`src/rtl/gg_order_pkg.sv`:
```
// ---------------------------------------------------------------------------
// gg_order_pkg
// Shared types and constants for the fire order dispatcher:
//   - dispatch_state_t : dispatcher FSM states (IDLE plus one state per beat)
//   - SIDE_BUY/SIDE_SELL : side encodings (0 and 3 are reserved, passed through)
//   - BEAT_COUNT and the bit offsets of the fields inside each 64-bit beat
//   - order_tmpl_t : one slot's order template, kept packed for later port
//     bundling
// ---------------------------------------------------------------------------
package gg_order_pkg;

  typedef enum logic [1:0] {
    IDLE  = 2'd0,
    BEAT0 = 2'd1,
    BEAT1 = 2'd2,
    BEAT2 = 2'd3
  } dispatch_state_t;

  localparam logic [1:0] SIDE_BUY  = 2'd1;
  localparam logic [1:0] SIDE_SELL = 2'd2;

  localparam int BEAT_COUNT = 3;

  // Beat 0: {security_id, size}
  localparam int B0_SIZE_LSB = 0;
  localparam int B0_ID_LSB   = 32;
  // Beat 2: {seq[15:0], 6'b0, side[1:0], slot[7:0], 32'b0}
  localparam int B2_SLOT_LSB  = 32;
  localparam int B2_SIDE_LSB  = 40;
  localparam int B2_SEQ_LSB   = 48;
  localparam int SEQ_FIELD_W  = 16;
  localparam int SLOT_FIELD_W = 8;

  typedef struct packed {
    logic [31:0] security_id;
    logic [63:0] price;
    logic [31:0] size;
    logic [1:0]  side;
  } order_tmpl_t;

endpackage

```
`src/rtl/rr_arbiter.sv`:
```
// ---------------------------------------------------------------------------
// rr_arbiter
// Round-robin arbiter: a pointer register plus a combinational search for the
// lowest-index request at or above the pointer, wrapping around.
// Ports:
//   clk, rst          clock, asynchronous active-low reset (pointer -> 0)
//   req[N]            request vector
//   advance           a grant is being taken this cycle; pointer moves to
//                     grant_idx+1 (mod N)
//   grant_onehot[N]   one-hot grant (all zero when no request)
//   grant_idx         index of the granted request
//   ptr               current round-robin pointer
// ---------------------------------------------------------------------------
module rr_arbiter #(
  parameter int N = 8
) (
  input  logic                 clk,
  input  logic                 rst,
  input  logic [N-1:0]         req,
  input  logic                 advance,
  output logic [N-1:0]         grant_onehot,
  output logic [$clog2(N)-1:0] grant_idx,
  output logic [$clog2(N)-1:0] ptr
);

  localparam int IW = $clog2(N);

  logic [IW-1:0] ptr_q;
  logic [IW-1:0] ptr_d;
  logic          found;
  logic [IW-1:0] cand;

  // Walk the slots starting at the pointer; the modulo is done by a
  // conditional subtract so non-power-of-two N works too.
  always_comb begin
    grant_idx = '0;
    found     = 1'b0;
    cand      = '0;
    for (int off = 0; off < N; off++) begin
      if (int'(ptr_q) + off >= N) cand = IW'(int'(ptr_q) + off - N);
      else                        cand = IW'(int'(ptr_q) + off);
      if (!found && req[cand]) begin
        found     = 1'b1;
        grant_idx = cand;
      end
    end
    grant_onehot = '0;
    if (found) grant_onehot[grant_idx] = 1'b1;
  end

  always_comb begin
    ptr_d = ptr_q;
    if (advance && found) begin
      ptr_d = (grant_idx == IW'(N - 1)) ? '0 : grant_idx + IW'(1);
    end
  end

  always_ff @(posedge clk or negedge rst) begin
    if (!rst) ptr_q <= '0;
    else      ptr_q <= ptr_d;
  end

  assign ptr = ptr_q;

endmodule

```
`src/rtl/fire_order_dispatcher.sv`:
```
// ---------------------------------------------------------------------------
// fire_order_dispatcher
// Turns each rising edge of a per-instrument fire flag into one 3-beat order
// message on a 64-bit valid/ready stream. Simultaneous fires are served
// round-robin; each message carries a global sequence number.
// Ports:
//   clk, rst              clock, asynchronous active-low reset
//   fire[N]               level fire flags; only rising edges count
//   security_id_orders    32 bits per slot
//   price_orders          64 bits per slot
//   size_orders           32 bits per slot
//   side_orders           2 bits per slot
//   kill                  blocks new grants and new pending sets
//   m_data/m_valid/m_ready/m_last   outbound beat stream (m_last on beat 2)
//   sent[N]               one-cycle pulse when a slot's message completes
//   pending[N]            registered pending flags (debug)
//   seq                   sequence number of the next message
// ---------------------------------------------------------------------------
module fire_order_dispatcher
  import gg_order_pkg::*;
#(
  parameter int MAX_INSTRUMENTS = 8,
  parameter int SEQ_WIDTH       = 16
) (
  input  logic                          clk,
  input  logic                          rst,
  input  logic [MAX_INSTRUMENTS-1:0]    fire,
  input  logic [32*MAX_INSTRUMENTS-1:0] security_id_orders,
  input  logic [64*MAX_INSTRUMENTS-1:0] price_orders,
  input  logic [32*MAX_INSTRUMENTS-1:0] size_orders,
  input  logic [2*MAX_INSTRUMENTS-1:0]  side_orders,
  input  logic                          kill,
  output logic [63:0]                   m_data,
  output logic                          m_valid,
  input  logic                          m_ready,
  output logic                          m_last,
  output logic [MAX_INSTRUMENTS-1:0]    sent,
  output logic [MAX_INSTRUMENTS-1:0]    pending,
  output logic [SEQ_WIDTH-1:0]          seq
);

  localparam int IDX_W = $clog2(MAX_INSTRUMENTS);

  // Per-slot templates unpacked from the flat input buses.
  order_tmpl_t tmpl_arr [MAX_INSTRUMENTS];

  genvar gi;
  generate
    for (gi = 0; gi < MAX_INSTRUMENTS; gi++) begin : g_unpack
      assign tmpl_arr[gi] = {security_id_orders[gi*32 +: 32],
                             price_orders[gi*64 +: 64],
                             size_orders[gi*32 +: 32],
                             side_orders[gi*2 +: 2]};
    end
  endgenerate

  dispatch_state_t              state_q, state_d;
  logic [MAX_INSTRUMENTS-1:0]   fire_q;
  logic [MAX_INSTRUMENTS-1:0]   pending_q, pending_d;
  logic [MAX_INSTRUMENTS-1:0]   sent_q, sent_d;
  order_tmpl_t                  msg_q, msg_d;
  logic [IDX_W-1:0]             slot_q, slot_d;
  logic [SEQ_WIDTH-1:0]         seq_q, seq_d;

  logic [MAX_INSTRUMENTS-1:0]   fire_rise;
  logic [MAX_INSTRUMENTS-1:0]   pending_set;
  logic [MAX_INSTRUMENTS-1:0]   pending_clr;
  logic                         grant_fire;
  logic [MAX_INSTRUMENTS-1:0]   grant_onehot;
  logic [IDX_W-1:0]             grant_idx;
  logic [IDX_W-1:0]             rr_ptr;
  logic [SEQ_FIELD_W-1:0]       seq_field;
  logic [SLOT_FIELD_W-1:0]      slot_field;

  assign fire_rise   = fire & ~fire_q;
  assign pending_set = kill ? '0 : fire_rise;
  assign seq_field   = SEQ_FIELD_W'(seq_q);
  assign slot_field  = SLOT_FIELD_W'(slot_q);

  rr_arbiter #(
    .N (MAX_INSTRUMENTS)
  ) u_arb (
    .clk          (clk),
    .rst          (rst),
    .req          (pending_q),
    .advance      (grant_fire),
    .grant_onehot (grant_onehot),
    .grant_idx    (grant_idx),
    .ptr          (rr_ptr)
  );

  always_ff @(posedge clk or negedge rst) begin
    if (!rst) begin
      state_q   <= IDLE;
      fire_q    <= '0;
      pending_q <= '0;
      sent_q    <= '0;
      msg_q     <= '0;
      slot_q    <= '0;
      seq_q     <= '0;
    end else begin
      state_q   <= state_d;
      fire_q    <= fire;
      pending_q <= pending_d;
      sent_q    <= sent_d;
      msg_q     <= msg_d;
      slot_q    <= slot_d;
      seq_q     <= seq_d;
    end
  end

  always_comb begin
    state_d     = state_q;
    msg_d       = msg_q;
    slot_d      = slot_q;
    seq_d       = seq_q;
    sent_d      = '0;
    pending_clr = '0;
    grant_fire  = 1'b0;
    m_valid     = 1'b0;
    m_last      = 1'b0;
    m_data      = '0;

    case (state_q)
      IDLE: begin
        // Template is captured here so later template edits cannot
        // disturb the message once it has been granted.
        if (|pending_q && !kill) begin
          grant_fire  = 1'b1;
          msg_d       = tmpl_arr[grant_idx];
          slot_d      = grant_idx;
          pending_clr = grant_onehot;
          state_d     = BEAT0;
        end
      end
      BEAT0: begin
        m_valid                      = 1'b1;
        m_data[B0_ID_LSB +: 32]      = msg_q.security_id;
        m_data[B0_SIZE_LSB +: 32]    = msg_q.size;
        if (m_ready) state_d = BEAT1;
      end
      BEAT1: begin
        m_valid = 1'b1;
        m_data  = msg_q.price;
        if (m_ready) state_d = BEAT2;
      end
      BEAT2: begin
        m_valid                            = 1'b1;
        m_last                             = 1'b1;
        m_data[B2_SEQ_LSB +: SEQ_FIELD_W]  = seq_field;
        m_data[B2_SIDE_LSB +: 2]           = msg_q.side;
        m_data[B2_SLOT_LSB +: SLOT_FIELD_W] = slot_field;
        if (m_ready) begin
          state_d        = IDLE;
          seq_d          = seq_q + SEQ_WIDTH'(1);
          sent_d[slot_q] = 1'b1;
        end
      end
      default: state_d = IDLE;
    endcase

    // A new edge landing on the same cycle as the grant of that slot must
    // survive, so the set is applied after the clear.
    pending_d = (pending_q & ~pending_clr) | pending_set;
  end

  assign sent    = sent_q;
  assign pending = pending_q;
  assign seq     = seq_q;

endmodule
```
`config.mk`:
```
export PLATFORM = sky130hd
export DESIGN_NAME = fire_order_dispatcher
export DESIGN_NICKNAME = d
export VERILOG_FILES = /design/src/rtl/gg_order_pkg.sv /design/src/rtl/rr_arbiter.sv /design/src/rtl/fire_order_dispatcher.sv
export SDC_FILE = /design/constraint.sdc
export NUM_CORES = 1
export LEC_CHECK = 0
export BUFFER_PORTS_ARGS = -buffer_cell sky130_fd_sc_hd__buf_2
export CAP_MARGIN = 20
export CORE_AREA = 2 2 454 456
export DETAILED_ROUTE_END_ITERATION = 8
export DIE_AREA = 0 0 456 458
export PLACE_DENSITY_LB_ADDON = 0.1
export RECOVER_POWER = 25
export SYNTH_ARGS = -nofsm -noshare
export SYNTH_HDL_FRONTEND = slang
export SYNTH_SLANG_ARGS = --single-unit
```
`constraint.sdc`:
```
create_clock -name clk -period 5.8 [get_ports clk]
set_clock_uncertainty 0.05 [all_clocks]
set_input_delay 0.87 -clock clk [delete_from_list [all_inputs] [get_ports clk]]
set_output_delay 0.87 -clock clk [all_outputs]
set_load 0.01 [all_outputs]
```
* Word-level counts from Yosys, hierarchy flattened
Cells that the tools add are included.
** Word-level totals
- Output and inout bits :: 98
- Register bits after elaboration :: 178
- Word-level logic and storage cells :: 155
- Bits of input ports :: 1052
** Cells by class
- Mux-type cells :: 67
- Eq/ne operators :: 8
- Add/subtract/negate cells :: 17
- Bitwise operators :: 6
- Order comparisons :: 21
- Reduce and logical (&&, ||, !) cells :: 25
** Operator list (number)
- 130-bit binary-select mux with 3-bit select :: 1
- 130-bit two-way mux :: 2
- 32-bit case mux with 2 select lines :: 1
- 3-bit two-way mux :: 17
- 8-bit two-way mux :: 6
- 16-bit case mux with 3 select lines :: 1
- 3-bit by 4-bit < comparator with 1-bit output, second input constant :: 10
- 4-bit >= comparator, second input constant :: 8
- 10-bit case mux with 3 select lines :: 1
- 1-bit binary-select mux with 3-bit select :: 8
- 3-bit by 1-bit subtractor with 3-bit output, second input constant :: 8
- 1-bit two-way mux :: 22
- 16-bit by 1-bit adder with 16-bit output, second input constant :: 1
- 3-bit by 3-bit adder with 4-bit output, second input constant :: 4
- 8-bit bitwise AND :: 2
- 8-bit inverter :: 2
- 6-bit case mux with 2 select lines :: 1
- 1-bit logical AND :: 11
- 3-bit by 2-bit adder with 4-bit output, second input constant :: 2
- 1-bit zero test :: 8
- 2-bit two-way mux :: 4
- 2-bit inequality test, second input constant :: 4
- 8-bit bitwise OR :: 1
- 2-bit case mux with 4 select lines :: 1
- 14 further kinds :: 18

* Longest topological paths before layout
Gate-level depths: netlist (run 1).
- Word-level depth :: 36
- Mapped depth :: 20
- Mapped depth without buffers :: 13

* Modules after synthesis
From an unflattened synthesis (run 1), not the netlist that was laid out.
** Second synthesis, totals
- Cell total of the unflattened synthesis :: 1338
- Area total of the unflattened synthesis :: 16349.4 sq um
** Modules (own cells, without submodules)
- fire_order_dispatcher :: area each 15011.9 sq um, instances 1, cells an instance 1181
- rr_arbiter :: area each 1337.5 sq um, instances 1, cells an instance 157

* Least setup slack after synthesis (run 1)
Ideal clock, no wire load.
- Path kind :: flip-flop to flip-flop
- Start :: register u_arb.ptr_q[1] (netlist: u_arb.ptr[1])
- End :: register msg_q[115] (netlist bit)
- Arrival :: 4.181 ns
- Path buffers :: 6
- Slack :: 1.432 ns
- Cell stages (with the launch flop) :: 18
- Required time :: 5.613 ns
- Cells stage by stage :: dfrtp_1 > buf_2 > buf_6 > inv_1 > ha_1 > buf_2 > mux2_2 > mux4_2 > o32ai_2 > a41oi_1 > or4_4 > and2_4 > buf_6 > nor2_2 > buf_2 > buf_2 > a32o_1 > o31ai_2
** On the way
- Longest elaborated chain between the ends :: 30
** Ends and longest elaborated chain
- start, declared :: RTL line rr_arbiter.sv:28 : logic [IW-1:0] ptr_q;
- start signal, assigned :: RTL line rr_arbiter.sv:60 : else ptr_q <= ptr_d;
- parallel branches: the longest is 25 deep, another holds 3-bit by 1-bit adder with 4-bit output
- 3-bit two-way mux * :: RTL line rr_arbiter.sv:42 : if (!found && req[cand]) begin
- 3-bit inverter with 4-bit output (not written as such) * :: RTL line fire_order_dispatcher.sv:130 : msg_d = tmpl_arr[grant_idx];
- 130-bit binary-select mux with 3-bit select * :: RTL line fire_order_dispatcher.sv:130
- 130-bit two-way mux (not written as such) * (2 in a row) :: RTL line fire_order_dispatcher.sv:130
- end signal, assigned :: RTL line fire_order_dispatcher.sv:106 : msg_q <= msg_d;
- end, declared :: RTL line fire_order_dispatcher.sv:61 : order_tmpl_t msg_q, msg_d;
Mark *: on every way between the ends. The select of a mux whose other input is x is not followed.
A chain may end at the register's enable or synchronous reset.

* Worst setup path after layout (run 1)
- Start :: register u_arb.ptr_q[1] (netlist: u_arb.ptr[1])
- End :: register msg_q[49] (netlist bit)
The elaborated chain is that of the path after synthesis.

==> results_tabular.tex, run 1 <==
\begin{tabular}{lr}
\hline
Metric & Value \\
\hline
\multicolumn{2}{l}{\textbf{Run status}} \\
Status & complete, but fails checks \\
Violations in the final reports & capacitance limit, slew limit \\
\multicolumn{2}{l}{\textbf{Yosys}} \\
Post-synth top area share & 26.7\% \\
Most instantiated flip-flop cell in the synthesis netlist & dfrtp\_1 \\
Share of cell area taken by muxes after synthesis & 16.3\% \\
Mapped Cells & 2070 \\
Top area cells in the synthesized netlist & dfrtp\_1 (27\%), mux2i\_1 (14\%), nand2\_1 (13\%) \\
Flip-flop and latch count after synthesis & 178 \\
Sequential element share of the synthesized area & 26.7\% \\
Number of warnings reported in the yosys synthesis log & 0 \\
Number of synthesized flops with an enable pin & 0 \\
Combinational family with the most area after synthesis & compound AO/OA/AOI/OAI gates \\
Synth Area in Adders & 0.600\% \\
Simple-Gate Fraction of Synth Area & 18.4\% \\
Top cell type by total area after synthesis & dfrtp\_1 \\
Post-Synthesis Mean Instance Area & 8.06 sq um \\
Library cells used by synthesis & 67 \\
Area of the mapped netlist & 16700 sq um \\
Async set or reset register ratio after synthesis & 100\% \\
Xor/xnor cell area share of the yosys netlist & 1.05\% \\
Synthesized-area fraction occupied by ao, oa, aoi and oai cells & 30.6\% \\
Number of nets in the synthesized netlist & 3130 \\
\multicolumn{2}{l}{\textbf{CTS}} \\
CTS hold repair buffers & 0 \\
CTS tree & built \\
Register clock-pin slew on the reported worst setup and hold paths & 110 ps \\
Number of post-CTS setup repair buffers & 0 \\
CTS Buf Count & 17 \\
H-tree lvl count & 4 \\
Insertion delay of the later-clocked pin in the worst-skew pair & 550 ps \\
TritonCTS sink count & 178 \\
Clock Root Buffer & clkbuf\_16 \\
Max Buffers Root-to-Sink & 2 \\
Gates resized, CTS repair & 0 \\
\multicolumn{2}{l}{\textbf{Detailed routing}} \\
Drt wl/cell & 28.8 microns \\
DRC violations left & 0 \\
Drt first pass iters & 5 \\
Via Count & 22100 \\
Post-Route WL & 169000 microns \\
Vias/cell & 3.77 \\
DR iter-0 viols & 1403 \\
Antenna viol nets, final & 0 \\
\multicolumn{2}{l}{\textbf{STA}} \\
Tightest slew margin relative to the limit & -198\% \\
Unrepaired setup endpoints after global routing & false \\
Final Setup Violations & 0 \\
Final worst path period share & 94.5\% \\
Count of pins over their slew limit & 72 \\
Endpoints failing hold & 0 \\
Tightest Pin Transition & 4470 ps \\
Final WS setup & 318 ps \\
Min Clock Period, post-route & 5480 ps \\
Maximum clock frequency & 182 MHz \\
Setup\_tns & 0 ps \\
\multicolumn{2}{l}{\textbf{Setup path}} \\
Cell-by-cell listing of the critical path & inv\_1, ha\_1, mux2\_2, mux4\_2, nor4\_1, nand3\_1, o32ai\_1, and2\_4, buf\_4, mux2i\_1, a221oi\_1, a221o\_1 \\
Top fanout value on the critical path & 29 \\
Critical path startpoint & u\_arb.ptr[1] \\
Worst r2r src & u\_arb.ptr[1] \\
Startpoint class of the critical path & register \\
Critical path arrival & 5840 ps \\
Critical path data required time & 6150 ps \\
Dominant delay contributor by cell family on the critical path & multiplexers \\
Cell with the largest stage delay on the worst path & ha\_1 \\
Number of buffer and inverter instances along the worst setup path & 2 \\
Critical path capture point type & register \\
Classification of the worst setup path & register to register \\
Worst stage delay on the critical path & 770 ps \\
\multicolumn{2}{l}{\textbf{Power and ir drop}} \\
Comb pwr share & 79.1\% \\
Reg power frac & 13.6\% \\
Switching Share & 59.2\% \\
Clock network fraction of total power & 7.3\% \\
Leakage power total & 12.0 nW \\
Total Power & 18.9 mW \\
Peak ir drop on the vdd network & 0.529 mV \\
Power spent charging and discharging nets & 11.2 mW \\
Total power per unit cell area & 712 nW/um\^{}2 \\
Internal power consumption & 7.71 mW \\
\multicolumn{2}{l}{\textbf{Global route}} \\
Maximum number of pins on one net before global-route repair & 124 \\
Overall Global Routing Usage & 15.6\% \\
Wire length of the first global-routing pass & 219000 microns \\
Antenna violations before repair & 108 \\
Number of global-route vias before repair & 22900 \\
Sum of overflow across all layers after global routing & 0 \\
\multicolumn{2}{l}{\textbf{Placement}} \\
Weighted congestion at the end of routability-driven global placement & 0.850 \\
Worst slack after detailed placement & 402 ps \\
HPWL after detailed placement & 140000 microns \\
Post-Place Cells & 5776 \\
Placed standard-cell area & 25800 sq um \\
Count of input and output buffers & 1149 \\
\multicolumn{2}{l}{\textbf{Finish}} \\
Post-route insts no fill & 5852 \\
Storage element area & 4450 sq um \\
Fin nets & 4167 \\
Filler instances & 23800 \\
Share of final-layout standard cells stronger than drive strength 1 & 42.3\% \\
Multi-input combinational cell area & 11300 sq um \\
Final std cell area, no fill & 26600 sq um \\
Area growth from synthesis to layout & 59.1\% \\
\multicolumn{2}{l}{\textbf{Floorplanning}} \\
Placement row count & 166 \\
Starting utilization of the core area & 8.19\% \\
Die Area & 209000 sq um \\
Number of I/O pins & 1150 \\
Core ar. & 204000 sq um \\
Die extent in x & 456 microns \\
DIE HEIGHT & 458 microns \\
\multicolumn{2}{l}{\textbf{Hold path}} \\
Worst min-delay path class & primary input to register \\
Hold Path Origin & fire[7] \\
\multicolumn{2}{l}{\textbf{Job}} \\
\# Max-Cap Violations & 1 \\
\hline
\end{tabular}
[routing by layer]
| layer | up-vias | track usage [%] | wire length (microns) | part of all wire, % |
|---|---|---|---|---|
| li1 | 9962 | - | - | - |
| met1 | 11100 | 17.7 | 66000 | 39 |
| met2 | 766 | 30.1 | 92100 | 55 |
| met3 | 181 | 3.13 | 7860 | 4.7 |
| met4 | 52 | 2.57 | 2510 | 1.5 |
| met5 | - | 0 | 328 | 0.19 |
[Yosys cell counts (8+ instances only)]
| library cell | number |
|---|---|
| a22oi_1 | 84 |
| a222oi_1 | 21 |
| nor2_1 | 48 |
| nand4_1 | 16 |
| o31ai_1 | 81 |
| a221o_1 | 40 |
| nand3_1 | 17 |
| inv_1 | 10 |
| nand2_1 | 588 |
| ha_1 | 8 |
| o31ai_2 | 10 |
| buf_4 | 19 |
| buf_1 | 18 |
| a21oi_1 | 129 |
| mux4_2 | 12 |
| buf_2 | 49 |
| nor2b_1 | 38 |
| mux2i_1 | 232 |
| dfrtp_1 | 178 |
| a221oi_1 | 40 |
| xnor2_1 | 15 |
| mux2_2 | 10 |
| a32o_1 | 179 |
| a22o_1 | 8 |
| clkbuf_1 | 132 |
[kinds of logic (layout without fill, tap and decap cells)]
group,Yosys count,in the layout
simple gates,746,746
other cells,0,44
flops,178,178
mux,255,255
fa+ha+maj,8,8
buf+inv,237,1287
xor+xnor,20,20
compound gates,626,626
[metrics by stage]
stage | hold WS [ps] | util (%)
3_5_place_dp | 422 | 12.7
6_report | 408 | 13.0
4_1_cts | 244 | 13.0
5_1_grt | 320 | 13.0
2_1_floorplan | 398 | -
3_3_place_gp | 418 | 12.7
[placed cells by master, fill, tap and decap left out, drive strengths merged, types with 7 or more instances in the layout]
| master | synthesis | final |
|---|---|---|
| a222oi | 21 | 21 |
| nor2 | 52 | 52 |
| nor2b | 38 | 38 |
| inv | 12 | 19 |
| diode | 0 | 44 |
| mux2 | 11 | 11 |
| o21ai | 8 | 8 |
| nand2 | 588 | 588 |
| o31ai | 91 | 91 |
| xnor2 | 15 | 15 |
| a21oi | 129 | 129 |
| nand3 | 17 | 17 |
| a32o | 179 | 179 |
| clkbuf | 132 | 25 |
| ha | 8 | 8 |
| a221oi | 40 | 40 |
| dfrtp | 178 | 178 |
| clkinv | 1 | 7 |
| buf | 92 | 1234 |
| nand4 | 16 | 16 |
| a22o | 8 | 8 |
| a221o | 40 | 40 |
| mux4 | 12 | 12 |
| mux2i | 232 | 232 |
| a22oi | 84 | 84 |
[sequential cells by signal (all words and copies together) (netlist names)]
register and cells:
seq 16, slot_q 3, u_arb.ptr 3, msg_q 130, sent 8, pending 8
fire_q 8, state_q 2
[worst reg2reg max path, stage by stage, from the launching register on]
cell	delay [ps]
dfrtp_1	360
inv_1	90
ha_1	770
mux2_2	440
mux4_2	530
nor4_1	590
nand3_1	180
o32ai_1	310
and2_4	560
buf_4	490
mux2i_1	480
a221oi_1	190
a221o_1	310
[final timing paths]
check / slack [ps] / to / cells past startpoint
worst min-delay path: 410 / fire_q[7] / 1
worst max register to register: 320 / msg_q[49] / 12
worst max-delay path: 320 / msg_q[49] / 12
worst min register to register: 430 / msg_q[18] / 2
max in group asynchronous: 1060 / msg_q[78] / 1
min in group asynchronous: 2080 / pending[3] / 1
[power by group through the flow]
stage / registers (mW) / clock network, mW / logic, mW
finish: 2.56 / 1.38 / 15.0
global route: 2.66 / 1.51 / 16.2
CTS: 2.67 / 1.49 / 15.4
detailed placement: 2.69 / 0 / 15.4
global placement: 2.69 / 0 / 15.5
floorplan: 2.04 / 0 / 9.09
[area by class of cell]
| class | count | area share (%) |
|---|---|---|
| multi-input cells | 1655 | 42.4 |
| repair buffers | 1242 | 25.3 |
| flip-flops and latches | 178 | 16.8 |
| well taps | 2688 | 12.7 |
| clock buffers | 18 | 1.62 |
| clock inverters | 14 | 0.702 |
| diodes | 44 | 0.415 |
| inverters | 13 | 0.217 |
Power figures use the tool's default switching activity.
==> run 2: changes to the inputs <==
--- a/constraint.sdc
+++ b/constraint.sdc
@@ -4,2 +4,2 @@
 set_output_delay 0.87 -clock clk [all_outputs]
-set_load 0.01 [all_outputs]
+set_load 0.005 [all_outputs]
==> results_tabular.tex, run 2 (same netlist as run 1, synthesis figures left out) <==
\begin{tabular}{lr}
\hline
Metric & Value \\
\hline
\multicolumn{2}{l}{\textbf{CTS}} \\
CTS hold repair buffers & 0 (unchanged) \\
Gates resized, CTS repair & 0 (unchanged) \\
Number of post-CTS setup repair buffers & 0 (unchanged) \\
Insertion delay of the later-clocked pin in the worst-skew pair & 550 ps (about the same) \\
Clock Root Buffer & clkbuf\_16 (unchanged) \\
Register clock-pin slew on the reported worst setup and hold paths & 100 ps (was 110 ps) \\
TritonCTS sink count & 178 (unchanged) \\
CTS Buf Count & 17 (unchanged) \\
H-tree lvl count & 4 (unchanged) \\
Max Buffers Root-to-Sink & 2 (unchanged) \\
CTS tree & built (unchanged) \\
\multicolumn{2}{l}{\textbf{Setup path}} \\
Most repeated library cell on the critical path & buf\_12 \\
Startpoint class of the critical path & register (unchanged) \\
Cell with the largest stage delay on the worst path & ha\_1 (unchanged) \\
Cell-by-cell listing of the critical path & inv\_1, ha\_1, mux2\_2, mux4\_2, nor4\_1, nand3\_1, o32ai\_1, nand2\_4, nor2\_4, buf\_12, buf\_12, a32o\_1, o31ai\_2 (was inv\_1, ha\_1, mux2\_2, mux4\_2, nor4\_1, nand3\_1, o32ai\_1, and2\_4, buf\_4, mux2i\_1, a221oi\_1, a221o\_1) \\
Register-to-Register Setup Slack & 460 ps (was 320 ps) \\
Critical path capture point type & register (unchanged) \\
Critical path arrival & 5690 ps (was 5840 ps) \\
Top fanout value on the critical path & 31 (was 29) \\
Critical path data required time & 6160 ps (was 6150 ps) \\
Classification of the worst setup path & register to register (unchanged) \\
Worst stage delay on the critical path & 790 ps (was 770 ps) \\
\multicolumn{2}{l}{\textbf{Finish}} \\
Share of final-layout standard cells stronger than drive strength 1 & 42.3\% (about the same) \\
Fin nets & 4161 (was 4167) \\
Commonest non-fill, non-tap cell in the layout & buf\_2 (unchanged) \\
Multi-input combinational cell area & 11300 sq um (unchanged) \\
Area growth from synthesis to layout & 58.8\% (was 59.1\%) \\
Filler instances & 23800 (about the same) \\
Flip-flop count of the largest register after layout & 130 (unchanged) \\
Post-route insts no fill & 5827 (was 5852) \\
Top library cells by usage in the layout, fill and taps aside & buf\_2 (1143), nand2\_1 (585), mux2i\_1 (232), a32o\_1 (179), dfrtp\_1 (178) (was buf\_2 (1141), nand2\_1 (585), mux2i\_1 (232), a32o\_1 (179), dfrtp\_1 (178)) \\
Biggest register & msg\_q (unchanged) \\
Storage element area & 4450 sq um (unchanged) \\
Final std cell area, no fill & 26500 sq um (was 26600 sq um) \\
\multicolumn{2}{l}{\textbf{Job}} \\
\# Max-Cap Violations & 3 (was 1) \\
\multicolumn{2}{l}{\textbf{Power and ir drop}} \\
Total power per unit cell area & 710 nW/um\^{}2 (was 712 nW/um\^{}2) \\
Leakage power total & 12.0 nW (about the same) \\
Peak ir drop on the vdd network & 0.580 mV (was 0.529 mV) \\
\multicolumn{2}{l}{\textbf{Floorplanning}} \\
Placement row count & 166 (unchanged) \\
Starting utilization of the core area & 8.19\% (unchanged) \\
DIE HEIGHT & 458 microns (unchanged) \\
Number of I/O pins & 1150 (unchanged) \\
Die Area & 209000 sq um (unchanged) \\
Core ar. & 204000 sq um (unchanged) \\
Die extent in x & 456 microns (unchanged) \\
\multicolumn{2}{l}{\textbf{Detailed routing}} \\
Drt first pass iters & 5 (unchanged) \\
DRC violations left & 0 (unchanged) \\
DR iter-0 viols & 1420 (was 1403) \\
Antenna viol nets, final & 0 (unchanged) \\
Vias/cell & 3.72 (was 3.77) \\
Via Count & 21700 (was 22100) \\
Post-Route WL & 168000 microns (was 169000 microns) \\
Drt wl/cell & 28.8 microns (about the same) \\
\multicolumn{2}{l}{\textbf{Global route}} \\
Maximum number of pins on one net before global-route repair & 121 (was 124) \\
Overall Global Routing Usage & 15.5\% (was 15.6\%) \\
Number of global-route vias before repair & 22800 (was 22900) \\
Wire length of the first global-routing pass & 219000 microns (about the same) \\
Sum of overflow across all layers after global routing & 0 (unchanged) \\
Antenna violations before repair & 110 (was 108) \\
\multicolumn{2}{l}{\textbf{Placement}} \\
Count of input and output buffers & 1149 (unchanged) \\
Placed standard-cell area & 25900 sq um (was 25800 sq um) \\
Post-Place Cells & 5770 (was 5776) \\
HPWL after detailed placement & 140000 microns (about the same) \\
Weighted congestion at the end of routability-driven global placement & 0.845 (was 0.850) \\
\multicolumn{2}{l}{\textbf{STA}} \\
Tightest Pin Transition & 2810 ps (was 4470 ps) \\
Min Clock Period, post-route & 5340 ps (was 5480 ps) \\
Final worst path period share & 92.0\% (was 94.5\%) \\
Final Hold Slack & 393 ps (was 408 ps) \\
Tightest slew margin relative to the limit & -87.5\% (was -198\%) \\
Endpoints failing hold & 0 (unchanged) \\
Unrepaired setup endpoints after global routing & false (unchanged) \\
Setup\_tns & 0 ps (unchanged) \\
Count of pins over their slew limit & 183 (was 72) \\
Final Setup Violations & 0 (unchanged) \\
Maximum clock frequency & 187 MHz (was 182 MHz) \\
\multicolumn{2}{l}{\textbf{Run status}} \\
Status & complete, but fails checks (unchanged) \\
Violations in the final reports & capacitance limit, slew limit (unchanged) \\
\multicolumn{2}{l}{\textbf{Hold path}} \\
Worst min-delay path class & primary input to register (unchanged) \\
\hline
\end{tabular}
-- run 2: critical path, delay by kind of cell, from the launching register on --
family,cells,cell delay (ps)
buffers and inverters,3,570
adder cells (fa/ha/maj),1,790
AO/OA/AOI/OAI,3,680
multiplexers,2,970
flip-flops,1,360
AND/OR/NAND/NOR,4,1650
-- run 2: final cells by class --
cell class              count  area share, %
flip-flops and latches    178           16.8
clock inverters            15          0.751
well taps                2688           12.7
repair buffers           1236           25.2
diodes                     25          0.236
inverters                  13          0.217
multi-input cells        1655           42.5
clock buffers              17           1.60
-- run 2: per-stage QoR --
| stage | setup slack, ps | util [%] | total power [mW] |
|---|---|---|---|
| 3_3_place_gp | 332 | 12.7 | 18.0 |
| 4_1_cts | 392 | 13.0 | 19.5 |
| 2_1_floorplan | 1430 | - | 11.0 |
| 6_report | 463 | 13.0 | 18.8 |
| 3_5_place_dp | 405 | 12.7 | 18.0 |
| 5_1_grt | 185 | 13.0 | 20.3 |
-- run 2: worst paths after layout --
path,startpoint,to,cells past startpoint
setup / recovery,u_arb.ptr[1],msg_q[108],13
hold / removal,fire[7],fire_q[7],1
max in group asynchronous,rst,msg_q[56],2
setup reg to reg,u_arb.ptr[1],msg_q[108],13
hold reg to reg,msg_q[61],msg_q[61],2
min in group asynchronous,rst,pending[4],1
-- run 2: report_power, final --
part           total, mW  internal (mW)  switching, mW
Clock               1.42          0.632          0.791
Sequential          2.54           1.77          0.771
Combinational       14.9           5.35           9.51
-- run 2: per-layer routing --
layer	share of wire, %	global-route usage, %
met1	39	17.4
met2	55	30.0
met3	4.7	3.55
met4	1.1	1.92
met5	0.26	0
